[config.mk]
export PLATFORM = sky130hd
export DESIGN_NAME = next_pc_unit
export DESIGN_NICKNAME = d
export VERILOG_FILES = /design/src/rtl/next_pc_unit.sv
export SDC_FILE = /design/constraint.sdc
export NUM_CORES = 1
export LEC_CHECK = 0
export ABC_CLOCK_PERIOD_IN_PS = 1600
export CAP_MARGIN = 20
export CORE_ASPECT_RATIO = 0.6
export CORE_MARGIN = 1.5
export CORE_UTILIZATION = 25
export DETAILED_ROUTE_END_ITERATION = 10
export SLEW_MARGIN = 20
export SYNTH_ARGS = -nofsm -noshare
export SYNTH_HDL_FRONTEND = slang
export SYNTH_SLANG_ARGS = --single-unit
[constraint.sdc]
create_clock -name clk -period 1.6 [get_ports clk]
set_input_delay 0.32 -clock clk [delete_from_list [all_inputs] [get_ports clk]]
set_output_delay 0.32 -clock clk [all_outputs]
set_load 0.02 [all_outputs]
[src/rtl/next_pc_unit.sv]
// next_pc_unit: branch/jump resolution stage with a valid/ready request side
// and a registered valid/ready response side.
// Optional return-address stack: define NEXT_PC_RAS_EN to build it.
// Without NEXT_PC_RAS_EN the register-indirect jump always goes to reg_target
// and both RAS error flags are tied low.
module next_pc_unit #(
  parameter int PC_W      = 8,
  parameter int IMM_W     = 16,
  parameter int RAS_DEPTH = 4
) (
  input  logic             clk,
  input  logic             reset,
  input  logic             in_valid,
  output logic             in_ready,
  input  logic [PC_W-1:0]  pc,
  input  logic [PC_W-1:0]  address,
  input  logic [PC_W-1:0]  reg_target,
  input  logic [5:0]       opcode,
  input  logic [31:0]      result,
  input  logic [IMM_W-1:0] imm,
  output logic             out_valid,
  input  logic             out_ready,
  output logic [PC_W-1:0]  new_pc,
  output logic             taken,
  output logic [PC_W-1:0]  link_pc,
  output logic             link_we,
  output logic             ras_overflow,
  output logic             ras_underflow
);

  localparam logic [5:0] OpBnzBack = 6'b001110;
  localparam logic [5:0] OpBnzFwd  = 6'b001111;
  localparam logic [5:0] OpBzA     = 6'b010000;
  localparam logic [5:0] OpBzB     = 6'b010001;
  localparam logic [5:0] OpBoneA   = 6'b010010;
  localparam logic [5:0] OpBoneB   = 6'b010011;
  localparam logic [5:0] OpJump    = 6'b010100;
  localparam logic [5:0] OpJumpReg = 6'b010101;
  localparam logic [5:0] OpCall    = 6'b010110;

  // A depth below two makes the stack pointer zero bits wide; this empty
  // labelled block flags such a configuration in the elaborated hierarchy.
  if (RAS_DEPTH < 2) begin : g_rasDepthTooSmall
  end

  logic                     r_outValid;
  logic [PC_W-1:0]          r_newPc;
  logic                     r_taken;
  logic [PC_W-1:0]          r_linkPc;
  logic                     r_linkWe;

  logic                     w_accept;
  logic [PC_W-1:0]          w_seq;
  logic [PC_W+IMM_W-1:0]    w_immExt;
  logic [PC_W-1:0]          w_immPc;
  logic [PC_W-1:0]          w_retTarget;
  logic [PC_W-1:0]          w_nextPc;
  logic                     w_taken;
  logic [PC_W-1:0]          w_linkPc;
  logic                     w_linkWe;

  assign in_ready = !r_outValid || out_ready;
  assign w_accept = in_valid && in_ready;
  assign w_seq    = pc + 1'b1;
  assign w_immExt = {{PC_W{1'b0}}, imm};
  assign w_immPc  = w_immExt[PC_W-1:0];

`ifdef NEXT_PC_RAS_EN
  localparam int RasPtrW = $clog2(RAS_DEPTH);
  localparam int RasCntW = RasPtrW + 1;
  localparam logic [RasCntW-1:0] RasFull = RasCntW'(RAS_DEPTH);

  logic [PC_W-1:0]    r_rasMem [RAS_DEPTH];
  logic [RasPtrW-1:0] r_rasPtr;
  logic [RasCntW-1:0] r_rasCount;
  logic               r_rasOverflow;
  logic               r_rasUnderflow;
  logic [RasPtrW-1:0] w_rasTopIdx;
  logic               w_isCall;
  logic               w_isRet;

  assign w_isCall    = (opcode == OpCall);
  assign w_isRet     = (opcode == OpJumpReg);
  assign w_rasTopIdx = r_rasPtr - 1'b1;
  assign w_retTarget = (r_rasCount == '0) ? reg_target : r_rasMem[w_rasTopIdx];

  // Stack bookkeeping: a call on a full stack wraps onto the oldest slot, a
  // return on an empty stack leaves the pointer alone; both set sticky flags.
  always_ff @(posedge clk or negedge reset) begin
    if (!reset) begin
      r_rasPtr       <= '0;
      r_rasCount     <= '0;
      r_rasOverflow  <= 1'b0;
      r_rasUnderflow <= 1'b0;
    end else if (w_accept && w_isCall) begin
      r_rasPtr <= r_rasPtr + 1'b1;
      if (r_rasCount == RasFull) r_rasOverflow <= 1'b1;
      else                       r_rasCount    <= r_rasCount + 1'b1;
    end else if (w_accept && w_isRet) begin
      if (r_rasCount == '0) begin
        r_rasUnderflow <= 1'b1;
      end else begin
        r_rasPtr   <= r_rasPtr - 1'b1;
        r_rasCount <= r_rasCount - 1'b1;
      end
    end
  end

  // Return-address storage; emptiness is tracked by the count, so no reset.
  always_ff @(posedge clk) begin
    if (w_accept && w_isCall) r_rasMem[r_rasPtr] <= w_seq;
  end

  assign ras_overflow  = r_rasOverflow;
  assign ras_underflow = r_rasUnderflow;
`else
  assign w_retTarget   = reg_target;
  assign ras_overflow  = 1'b0;
  assign ras_underflow = 1'b0;
`endif

  // Opcode decode: resolve taken/target and the link write for calls.
  always_comb begin
    w_nextPc = w_seq;
    w_taken  = 1'b0;
    w_linkPc = '0;
    w_linkWe = 1'b0;
    case (opcode)
      OpBnzBack: if (result != 32'd0) begin
        w_taken  = 1'b1;
        w_nextPc = w_seq - w_immPc;
      end
      OpBnzFwd: if (result != 32'd0) begin
        w_taken  = 1'b1;
        w_nextPc = w_seq + w_immPc;
      end
      OpBzA, OpBzB: if (result == 32'd0) begin
        w_taken  = 1'b1;
        w_nextPc = w_seq + w_immPc;
      end
      OpBoneA, OpBoneB: if (result == 32'd1) begin
        w_taken  = 1'b1;
        w_nextPc = w_seq + w_immPc;
      end
      OpJump: begin
        w_taken  = 1'b1;
        w_nextPc = address;
      end
      OpJumpReg: begin
        w_taken  = 1'b1;
        w_nextPc = w_retTarget;
      end
      OpCall: begin
        w_taken  = 1'b1;
        w_nextPc = address;
        w_linkPc = w_seq;
        w_linkWe = 1'b1;
      end
      default: ;
    endcase
  end

  // Response register: load on acceptance, hold until consumed, then drop the link write.
  always_ff @(posedge clk or negedge reset) begin
    if (!reset) begin
      r_outValid <= 1'b0;
      r_newPc    <= '0;
      r_taken    <= 1'b0;
      r_linkPc   <= '0;
      r_linkWe   <= 1'b0;
    end else if (w_accept) begin
      r_outValid <= 1'b1;
      r_newPc    <= w_nextPc;
      r_taken    <= w_taken;
      r_linkPc   <= w_linkPc;
      r_linkWe   <= w_linkWe;
    end else if (out_ready) begin
      r_outValid <= 1'b0;
      r_linkPc   <= '0;
      r_linkWe   <= 1'b0;
    end
  end

  assign out_valid = r_outValid;
  assign new_pc    = r_newPc;
  assign taken     = r_taken;
  assign link_pc   = r_linkPc;
  assign link_we   = r_linkWe;

endmodule

==> out/qor.yml <==
timing.final.crit_share: 1.43
io_pins: 104
worst-r2r-cell-count: 5
tns_ns: -3.76
drive_gt1_frac: 0.499
grt_max_degree: 20
crit_type: "input pin to register"
place_area_mm2: 0.00381
synthArstFlopShare: 1.00
cap_violations: 0
pwr_density_cell_mw_per_mm2: 510
drv_slew: 0
synthFlopType: "dfrtp_1"
io_buffers: 93
crit_chain: "buf_8, ha_4, buf_12, xor2_4, ha_4, buf_6, nor3b_4, o21a_1, nor3_2, or3_1, a32o_1, o22a_1"
ys_warn_count: 0
layout_commonest_cell: "buf_4"
max_clock_freq_mhz: 438
fin_worst_skew_ns: 0.00104
crit_path_end_kind: "register"
synth_area_leaders: "dfrtp_1 23%, ha_1 9.9%, nand2_1 4.8%"
place_inst: 517
via_per_inst: 5.04
clock_path_buffers: 2
grt_pass1_wl_um: 14400
cts_tree: "done"
path_clk_slew_ns: 0.06
gr-usage-met3: 0.0414
min_path_type: "input pin to asynchronous set/reset pin"
r2r_start: "out_valid$_DFFE_PN0P_"
final_cell_mix: "83 x buf_4, 46 x clkdlybuf4s50_1, 30 x buf_6"
ctsHoldBuffers: 0
rows: 25
cts_buffers: 3
drtIter0Drc: 105
cp_top_family: "compound AO/OA/AOI/OAI gates"
worst-path-buf-inv: 3
synth_cells: 244
max_stage_delay_ns: 0.34
antenna_left: 0
insertion_delay_ns: 0.25
setup_ws_ns: -0.683
violations: "setup timing"
wl_per_cell_um: 16.8
synth_edf_count: 0
routed_wl_um: 9160
drt-pass1-iter-count: 4
fin_area_mm2: 0.00444
r2r_end: "new_pc[7]$_DFFE_PN0P_"
cpMostUsedCell: "ha_4"
vias: 2749
top_usage_layer: "met2"
antennaDiodeCount: 0
start_util: 0.258
pre_cts_slack_ns: -1.40
ys_ff_latch: 19
period_needed_ns: 2.28
ff2ff_setup_slack_ns: 0.02
tightest_slew_ns: 0.590
n_fill_cell: 728
gp_congestion: 0.971
cts.sinks: 19
antenna_found_initial: 0
gr-total-overflow: 0
grt_usage: 0.209
yosysSeqAreaShare: 0.235
drcViolationCount: 0
critPathMaxFanout: 4
rsz0062_at_grt: "yes"
first_global_vias: 2848
cts-root-buf: "clkbuf_16"
syn_to_final_growth_pct: 119
yosys.area.top_type_share: 0.235
grt.met1_usage: 0.293
setup_viol: 9
arrival_ns: 2.42
yosysUniqueCellTypes: 61
die_x_um: 119
outcome: "finished with violations"
setup.worst_path.start_class: "input pin"
leakagePower_nw: 1.90
dp.final_hpwl_um: 7000
die_h_um: 72.7
synth.avg_cell_area_um2: 8.31
irDropWorstVdd_mv: 0.358
synth_top_cell_by_area: "dfrtp_1"
dieArea_mm2: 0.00867
slowest_stage: "or3_1"
finalNonFillerCells: 545
nNetsFinal: 538
use_met2: 0.351
slew_headroom: 0.605
hold_viol_final: 0
syn-cell-area_mm2: 0.00203
core_mm2: 0.00785
htreeDepth: 1
required_ns: 1.74
-- state kept, by name, indices dropped and copies added, names as in the netlist --
signal / count
link_pc: 8
new_pc: 8
link_we: 1
out_valid: 1
taken: 1
-- how the worst max path moves through the flow --
stage / slack (ns) / depth (start not counted) / endpoint / start
floorplan: -0.65 / 11 / new_pc[7]$_DFFE_PN0P_ / pc[1]
global placement: -1.34 / 12 / new_pc[7]$_DFFE_PN0P_ / pc[0]
detailed placement: -1.40 / 12 / new_pc[7]$_DFFE_PN0P_ / pc[0]
CTS: -0.64 / 12 / new_pc[7]$_DFFE_PN0P_ / pc[0]
global route: -0.77 / 12 / new_pc[6]$_DFFE_PN0P_ / pc[0]
finish: -0.68 / 12 / new_pc[7]$_DFFE_PN0P_ / pc[0]
-- synthesized netlist by cell type, types with 3 or more instances --
library cell and number:
nand2_1 26, dfrtp_1 19, o21ai_0 19, ha_1 16, inv_1 14, nor2_1 14, nor3_1 9, a21oi_1 8
a221oi_1 8, nand2b_1 7, nor2b_1 7, and3_1 6, nor4_2 6, nand3_1 5, xor2_1 5, a31oi_1 4
clkbuf_1 4, o22a_1 4, or3_1 4, xnor2_1 4, a41oi_1 3, o21a_1 3, o31ai_1 3
-- logic make-up after synthesis --
logic type	count (synthesis)	synth area share
AOI/OAI and AO/OA	74	0.264
xor gates and xnor gates	10	0.0500
adders and majority gates	18	0.119
buffers and inverters	21	0.0432
DFF	19	0.235
muxes	1	0.00494
other	1	0.00185
and+or+nand+nor	100	0.283
-- layer usage --
metal,share of wire,vias up
met2,0.46,97
li1,-,1302
met1,0.47,1344
met3,0.068,6
met5,0,-
met4,0.0063,0
-- repair_timing --
action / CTS / global route
setup buffers: 17 / 10
endpoints found under the setup margin: 19 / 18
gates cloned: 0 / 1
pin swaps: 42 / 37
resized for setup: 204 / 54
-- area by class of cell --
type	instances	area [um2]	share of cell area
Inverter	14	52.6	0.0118
Timing Repair Buffer	195	1710	0.385
Tap cell	108	135	0.0304
Clock buffer	3	75.1	0.0169
Sequential cell	19	475	0.107
Clock inverter	1	5.00	0.00113
Multi-Input combinational cell	205	1990	0.447
-- per-stage QoR --
stage               power (mW)   util  hold WS, ns
floorplan                0.986      -       0.0244
global placement          1.56  0.486        0.465
detailed placement        1.57  0.486        0.467
CTS                       2.19  0.543        0.418
global route              2.39  0.566        0.430
finish                    2.27  0.566        0.407
-- where the power goes --
part	switching (mW)	internal, mW
sequential	0.0265	0.520
clock	0.188	0.335
combinational	0.543	0.652
No activity file was read; power rests on OpenSTA's default activity.
